==> src/rtl/exdes_wqe_fetch_master.sv <==
// AXI4 read master for WQE fetches: issues one AR burst per request, tracks bursts in flight and
// streams R beats out through a single register stage, framing bursts by the issued ARLEN.
module exdes_wqe_fetch_master #(
    parameter int unsigned C_AXIS_DATA_WIDTH = 512,
    parameter int unsigned C_ADDR_WIDTH      = 64,
    parameter int unsigned C_MAX_OUTSTANDING = 4
) (
    input  logic                         core_clk,
    input  logic                         core_reset,

    input  logic                         fetch_req_valid,
    output logic                         fetch_req_ready,
    input  logic [C_ADDR_WIDTH-1:0]      fetch_req_addr,
    input  logic [7:0]                   fetch_req_len,

    output logic [C_ADDR_WIDTH-1:0]      wqe_proc_top_m_axi_araddr,
    output logic [7:0]                   wqe_proc_top_m_axi_arlen,
    output logic                         wqe_proc_top_m_axi_arvalid,
    input  logic                         wqe_proc_top_m_axi_arready,
    input  logic [C_AXIS_DATA_WIDTH-1:0] wqe_proc_top_m_axi_rdata,
    input  logic                         wqe_proc_top_m_axi_rlast,
    input  logic                         wqe_proc_top_m_axi_rvalid,
    output logic                         wqe_proc_top_m_axi_rready,

    output logic [C_AXIS_DATA_WIDTH-1:0] m_wqe_tdata,
    output logic                         m_wqe_tvalid,
    output logic                         m_wqe_tlast,
    input  logic                         m_wqe_tready,

    output logic [4:0]                   outstanding_cnt,
    output logic                         len_err,
    input  logic                         len_err_clr
);

    localparam int unsigned PtrW   = $clog2(C_MAX_OUTSTANDING);
    localparam logic [4:0]  MaxOut = 5'(C_MAX_OUTSTANDING);

    typedef enum logic {
        ArIdle,
        ArIssue
    } ar_state_e;

    ar_state_e        ar_state_q;
    logic [PtrW-1:0]  wr_ptr_q;
    logic [PtrW-1:0]  rd_ptr_q;
    logic [7:0]       len_mem [C_MAX_OUTSTANDING];
    logic [7:0]       beat_cnt_q;
    logic [7:0]       head_len;
    logic             fetch_fire;
    logic             r_fire;
    logic             fifo_empty;
    logic             exp_last;
    logic             burst_done;

    // The length FIFO holds exactly one entry per outstanding burst, so its
    // occupancy is outstanding_cnt itself.
    assign fifo_empty      = (outstanding_cnt == 5'd0);
    assign fetch_req_ready = (ar_state_q == ArIdle) && (outstanding_cnt < MaxOut);
    assign fetch_fire      = fetch_req_valid && fetch_req_ready;

    assign wqe_proc_top_m_axi_rready = (~m_wqe_tvalid | m_wqe_tready) & ~fifo_empty;
    assign r_fire     = wqe_proc_top_m_axi_rvalid & wqe_proc_top_m_axi_rready;
    assign head_len   = len_mem[rd_ptr_q];
    assign exp_last   = (beat_cnt_q == head_len);
    assign burst_done = r_fire & exp_last;

    // AR issue FSM: one request captured per visit to ArIdle.
    always_ff @(posedge core_clk) begin
        if (core_reset) begin
            ar_state_q                 <= ArIdle;
            wqe_proc_top_m_axi_araddr  <= '0;
            wqe_proc_top_m_axi_arlen   <= '0;
            wqe_proc_top_m_axi_arvalid <= 1'b0;
        end else begin
            unique case (ar_state_q)
                ArIdle: begin
                    if (fetch_fire) begin
                        wqe_proc_top_m_axi_araddr  <= fetch_req_addr;
                        wqe_proc_top_m_axi_arlen   <= fetch_req_len;
                        wqe_proc_top_m_axi_arvalid <= 1'b1;
                        ar_state_q                 <= ArIssue;
                    end
                end
                ArIssue: begin
                    if (wqe_proc_top_m_axi_arready) begin
                        wqe_proc_top_m_axi_arvalid <= 1'b0;
                        ar_state_q                 <= ArIdle;
                    end
                end
                default: ar_state_q <= ArIdle;
            endcase
        end
    end

    always_ff @(posedge core_clk) begin
        if (core_reset) begin
            wr_ptr_q        <= '0;
            rd_ptr_q        <= '0;
            outstanding_cnt <= 5'd0;
        end else begin
            if (fetch_fire) begin
                wr_ptr_q <= wr_ptr_q + 1'b1;
            end
            if (burst_done) begin
                rd_ptr_q <= rd_ptr_q + 1'b1;
            end
            unique case ({fetch_fire, burst_done})
                2'b10:   outstanding_cnt <= outstanding_cnt + 5'd1;
                2'b01:   outstanding_cnt <= outstanding_cnt - 5'd1;
                default: outstanding_cnt <= outstanding_cnt;
            endcase
        end
    end

    // Storage only; validity is tracked by the pointers and outstanding_cnt.
    always_ff @(posedge core_clk) begin
        if (fetch_fire) begin
            len_mem[wr_ptr_q] <= fetch_req_len;
        end
    end

    // R capture stage. Framing follows the expected beat count, never rlast.
    always_ff @(posedge core_clk) begin
        if (core_reset) begin
            m_wqe_tdata  <= '0;
            m_wqe_tvalid <= 1'b0;
            m_wqe_tlast  <= 1'b0;
            beat_cnt_q   <= 8'd0;
            len_err      <= 1'b0;
        end else begin
            if (r_fire) begin
                m_wqe_tdata  <= wqe_proc_top_m_axi_rdata;
                m_wqe_tvalid <= 1'b1;
                m_wqe_tlast  <= exp_last;
                beat_cnt_q   <= exp_last ? 8'd0 : beat_cnt_q + 8'd1;
            end else if (m_wqe_tready) begin
                m_wqe_tvalid <= 1'b0;
                m_wqe_tlast  <= 1'b0;
            end

            if (r_fire && (wqe_proc_top_m_axi_rlast != exp_last)) begin
                len_err <= 1'b1;
            end else if (len_err_clr) begin
                len_err <= 1'b0;
            end
        end
    end

endmodule
==> config.mk <==
export PLATFORM = sky130hd
export DESIGN_NAME = exdes_wqe_fetch_master
export DESIGN_NICKNAME = d
export VERILOG_FILES = /design/src/rtl/exdes_wqe_fetch_master.sv
export SDC_FILE = /design/constraint.sdc
export NUM_CORES = 1
export LEC_CHECK = 0
export ABC_AREA = 0
export BUFFER_PORTS_ARGS = -buffer_cell sky130_fd_sc_hd__buf_2
export CORE_AREA = 2 2 456 458
export DETAILED_ROUTE_END_ITERATION = 10
export DIE_AREA = 0 0 458 460
export PLACE_DENSITY = 0.3
export SLEW_MARGIN = 30
export SYNTH_ARGS = -nofsm -noshare
export SYNTH_HDL_FRONTEND = slang
export SYNTH_SLANG_ARGS = --single-unit
==> constraint.sdc <==
create_clock -name core_clk -period 3.4 [get_ports core_clk]
set_clock_uncertainty 0.2 [all_clocks]
set_input_delay 0.34 -clock core_clk [delete_from_list [all_inputs] [get_ports core_clk]]
set_output_delay 0.34 -clock core_clk [all_outputs]
set_load 0.01 [all_outputs]
# Word-level counts from Yosys, hierarchy flattened
# Memories as Yosys holds them, arrays and structs flattened. A register that Yosys moved wholly into a read port is not among the register bits.
# Cells that the tools add are included.
dict set report op_classes {
  add_sub_neg 5
  magnitude_cmp 1
  eq_ne 6
  muxes 16
  bitwise 7
  reduce_logical 9
}
# operator count
set ops {}
lappend ops {{$mux 1} 10}
lappend ops {{$pmux 5 s2} 1}
lappend ops {{$add 8x1->8 const B} 1}
lappend ops {{$eq 8x8->1} 1}
lappend ops {{$mux 8} 1}
lappend ops {{$reduce_bool 2->1} 3}
lappend ops {{$add 5x1->5 const B} 1}
lappend ops {{$logic_not 5->1} 1}
lappend ops {{$lt 5x3->1 const B} 1}
lappend ops {{$sub 5x1->5 const B} 1}
lappend ops {{$add 2x1->2 const B} 2}
lappend ops {{$mux 2} 2}
lappend ops {{$ne 2x2->1 const B} 2}
lappend ops {{$pmux 1 s2} 2}
lappend ops {{$reduce_and 2->1} 2}
lappend ops {{$and 1x1->1} 3}
lappend ops {{$logic_and 1x1->1} 3}
lappend ops {{$not 1->1} 3}
lappend ops {{$eq 2x1->1 const B} 1}
lappend ops {{$eq 2x2->1 const B} 1}
lappend ops {{$ne 1x1->1} 1}
lappend ops {{$or 1x1->1} 1}
dict set report word_totals {
  ff_bits 606
  ram_bits 32
  in_bits 592
  elab_cells 57
  mem_count 1
}
# name words width rd rd_clocked_by_memory_dff wr line
set memory_table {}
lappend memory_table {len_mem 4 8 1 1 1 46} ;# logic [7:0] len_mem [C_MAX_OUTSTANDING];

# Logic depth before layout (Yosys ltp)
dict set report logic_depth {
  depth_word 7
  mapped_depth 13
  depth_no_buf 12
}

# Least setup slack after synthesis
# No wires, ideal clock.
dict set report synth_timing {
  path_kind {reg2reg}
  start {register outstanding_cnt[2]}
  end {register outstanding_cnt[4]}
  setup_time_ps 121
  t_arrival_ps 3401
  t_required_ps 3079
  setup_slack_ps -322
  stages_incl_launch_ff 14
  cell_sequence {dfxtp_1 > or3_4 > nor2_1 > and2_1 > inv_1 > clkbuf_1 > ha_1 > xor2_1 > ha_1 > o21a_1 > o221a_2 > or3_1 > a21oi_1 > mux2_2}
}
dict set report synth_between {
  elab_cells_between_ends 14
  classes_between {add/sub: 2; order compare: 1; eq/ne: 2; mux: 1; bitwise: 4; reduce/logical: 4}
}
# item line
set synth_lines {}
lappend synth_lines {{start: declaration} 30} ;# output logic [4:0] outstanding_cnt,
lappend synth_lines {{start signal: assignment} 108} ;# 2'b10: outstanding_cnt <= outstanding_cnt + 5'd1;
lappend synth_lines {{start signal: assignment} 109} ;# 2'b01: outstanding_cnt <= outstanding_cnt - 5'd1;
lappend synth_lines {{start signal: assignment} 110} ;# default: outstanding_cnt <= outstanding_cnt;
lappend synth_lines {{$lt 5x3->1 (*)} 58} ;# assign fetch_req_ready = (ar_state_q == ArIdle) && (outstanding_cnt < MaxOut);
lappend synth_lines {{$logic_and 1x1->1 (*)} 58}
lappend synth_lines {{named net fetch_req_ready} 12} ;# output logic fetch_req_ready,
lappend synth_lines {{$logic_and 1x1->1 (*)} 59} ;# assign fetch_fire = fetch_req_valid && fetch_req_ready;
lappend synth_lines {{$eq 2x1->1 or $eq 2x2->1 (tied branches)} 107} ;# unique case ({fetch_fire, burst_done})
lappend synth_lines {{$pmux 5 s2 or $reduce_bool 2->1 (tied branches)} --}
# Mark *: on every way through the listed nets, which the timed path passes. The rest lies on a longest branch.
# A chain may end at the register's enable or synchronous reset.

==> flow_metrics.py <==
metrics = {
    "run_status": {
        "status": "finished, violations left",
        "violations": "negative setup slack",
    },
    "cells_and_area": {
        "finalNetCount": 5064,
        "multiInputGateArea_sq_um": 8586,
        "nFillCells": 23490,
        "syn_to_final_growth_pct": 77.64,
        "seqCellArea_sq_um": 13140,
        "layout_common_cells": "buf_2, nand2_1, dfxtp_1, dlygate4sd3_1, a21oi_1",
        "stdcell_count": 7259,
        "drive_gt1_share_pct": 32.19,
        "final_cell_area_sq_um": 40670,
        "final_util_pct": 19.74,
        "layout_commonest_cell": "buf_2",
    },
    "synthesis": {
        "ys.flop_type": "dfxtp_1",
        "yosysSeqAreaShare_pct": 57.36,
        "syn_nets": 3323,
        "synth-seq-cells": 640,
        "async_reset_ff_share_pct": 0,
        "ys.warnings.count": 0,
        "synth_edf_count": 32,
        "syn_area_sq_um": 22900,
        "avgSynthCellArea_sq_um": 8.412,
        "yosysUniqueCellTypes": 49,
        "syn_inst": 2722,
    },
    "placement": {
        "dp_cells": 6478,
        "place.port_buffers": 1186,
        "place.gp.congestion": 0.8228,
        "dpl_cell_area_sq_um": 31770,
        "dp_hpwl_um": 110400,
    },
    "floorplanning": {
        "die_w_um": 458,
        "die_h_um": 460,
        "core_sq_um": 206000,
        "die_area_sq_um": 210700,
        "start_util_pct": 11.11,
        "ios": 1187,
        "rows": 167,
    },
    "setup_path": {
        "end_kind": "register",
        "rrSetupSlack_ns": -0.12,
        "reg2reg_depth": 13,
        "cp_max_fo": 5,
        "cp_data_arrival_time_ns": 3.90,
        "crit_type": "register to register",
        "rr_endpoint": "outstanding_cnt[4]",
        "crit_required_ns": 3.78,
        "start_kind": "register",
    },
    "worst_hold_path": {
        "hp-start": "fetch_req_valid",
        "hold-path-endpoint": "len_mem[2][7]",
        "holdPathStages": 2,
        "hp-class": "input pin to register",
    },
    "power": {
        "ir_drop_v": 0.0003369,
        "p_per_area_nw_per_um2": 518.8,
        "swShare_pct": 28.64,
        "p_int_mw": 15.06,
        "p_clk_share_pct": 43.9,
        "comb_power_share_pct": 16.6,
        "p_leak_nw": 17.26,
        "p_seq_share_pct": 39.4,
        "p_sw_mw": 6.044,
    },
    "timing": {
        "min_period_over_period_pct": 103.6,
        "postLayoutSetupSlackWorst_ns": -0.1213,
        "slew_headroom_pct": 36.10,
        "hold_viol": 0,
        "max_slew.worst_pin.slew_ns": 0.9585,
        "drv_slew": 0,
        "finalCriticalPeriod_ns": 3.521,
        "fmaxAchievable_mhz": 284.0,
        "setup_viol": 1,
        "grt_setup_unrepaired": "yes",
    },
    "clocking": {
        "cts_buffers": 87,
        "clk_latency_ns": 0.69,
        "clk_pin_slew_ns": 0.06,
        "cts.sinks": 640,
        "cts_root_buf": "clkbuf_16",
        "htreeDepth": 3,
        "cts_tree": "yes",
        "clock_path_buffers": 3,
    },
    "route": {
        "drt-vias-per-instance": 3.506,
        "drt-wirelength-per-cell_um": 19.45,
        "vias": 25450,
        "wirelength_um": 141200,
        "drt_iter0_drc": 1133,
        "firstDrtPassIters": 6,
        "ant_nets": 0,
        "route.detailed.drc": 0,
    },
    "global_route": {
        "grt_pass1_vias": 25780,
        "grt_util_all_layers_pct": 12.82,
        "grt_max_degree": 151,
        "antenna_found_initial": 68,
        "grt_pass1_wl_um": 195000,
        "grt-ovfl-total": 0,
    },
    "run": {
        "maxCapViolations": 0,
    },
}
## through the flow
step / power, mW / setup slack (ns) / hold slack, ns / setup TNS, ns
2_1_floorplan: 9.883 / -0.1832 / 0.2389 / -0.1832
6_report: 21.10 / -0.1213 / 0.1092 / -0.1213
4_1_cts: 21.63 / -0.1914 / 0.01879 / -0.2456
3_3_place_gp: 11.45 / -0.2846 / 0.2382 / -0.5036
3_5_place_dp: 11.46 / -0.2222 / 0.2430 / -0.3319
5_1_grt: 22.18 / -0.2772 / 0.07535 / -0.3753
## repair_timing
action                     in CTS  in global routing
setup endpoints to repair       2                  2
hold endpoints to repair      626                  0
setup buffers                   1                  1
gates resized for setup         6                  2
hold buffers                  598                  0
pin swaps                       6                  3
## per-layer routing
metal	wire [um]	up-vias	global-route usage [%]	part of all wire [%]
met2	64100	907	20.56	45
met4	4687	56	4.321	3.3
met3	12590	231	5.491	8.9
met5	398	-	0.2067	0.28
li1	-	12370	-	-
met1	59440	11890	15.26	42
## worst max-delay path by stage
stage,to,depth (start not counted),slack [ns]
floorplan,outstanding_cnt[4],13,-0.18
global placement,outstanding_cnt[4],13,-0.28
detailed placement,outstanding_cnt[4],13,-0.22
CTS,outstanding_cnt[4],13,-0.19
global route,outstanding_cnt[4],13,-0.28
finish,outstanding_cnt[4],13,-0.12
## kinds of logic (layout without fill, tap and decap cells)
family / Yosys count / count (layout) / share of synthesized area [%]
mux: 13 / 13 / 1.027
buf+inv: 209 / 2010 / 5.525
fa+ha+maj: 9 / 9 / 0.4918
flops: 640 / 640 / 57.36
other cells: 0 / 32 / 0
compound gates: 608 / 608 / 13.92
simple gates: 1224 / 1224 / 20.82
xor+xnor: 19 / 19 / 0.8579
## area by class of cell
class,instances,share of cell area (%)
Tap cell,2704,8.318
Multi-Input combinational cell,1873,21.11
Clock buffer,126,6.189
Clock inverter,23,0.6891
Antenna cell,32,0.1969
Sequential cell,640,32.30
Timing Repair Buffer,1855,31.15
Inverter,6,0.05537
## sequential cells by signal (all words and copies together), names as in the netlist, named ones only
signal	count
wr_ptr_q	2
ar_state_q	1
wqe_proc_top_m_axi_arvalid	1
wqe_proc_top_m_axi_arlen	8
len_err	1
beat_cnt_q	8
wqe_proc_top_m_axi_araddr	64
len_mem	32
outstanding_cnt	5
rd_ptr_q	2
m_wqe_tlast	1
m_wqe_tdata	512
m_wqe_tvalid	1
## critical path, cell delays in order, from the launching register on
cell,delay [ns]
dfxtp_4,0.36
buf_12,0.12
mux4_2,0.53
xnor2_2,0.20
nand4_4,0.14
nor3_4,0.23
ha_4,0.16
xor2_1,0.06
ha_2,0.18
o21a_1,0.17
o221a_2,0.27
or3_1,0.32
a21oi_2,0.15
mux2_4,0.31
## cells in the mapped netlist, drive strengths merged (2+ instances only)
master  number  share of area (%)
xor2         8               0.31
or3b         2              0.077
clkbuf      80                1.3
edfxtp      32                4.2
o21ai        3              0.066
nor2b        4               0.11
ha           9               0.49
mux4         8               0.79
nand4        5               0.23
o311ai       2               0.15
a21boi       2              0.066
buf        123                4.1
dfxtp      608                 53
inv          6              0.098
nor2        14               0.23
o21a         2              0.066
nor3         3               0.11
nand2b       2              0.055
xnor2       11               0.55
and3         6               0.16
nand2     1178                 20
a21oi      594                 13
mux2         4               0.20
or3          5               0.16
## power groups by stage
stage / Clock [mW] / Sequential, mW / Combinational [mW]
finish: 9.27 / 8.32 / 3.51
global route: 9.95 / 8.38 / 3.85
CTS: 9.69 / 8.33 / 3.61
detailed placement: 0 / 8.49 / 2.97
global placement: 0 / 8.47 / 2.98
floorplan: 0 / 8.66 / 1.22
(Power assumes the default switching activity.)
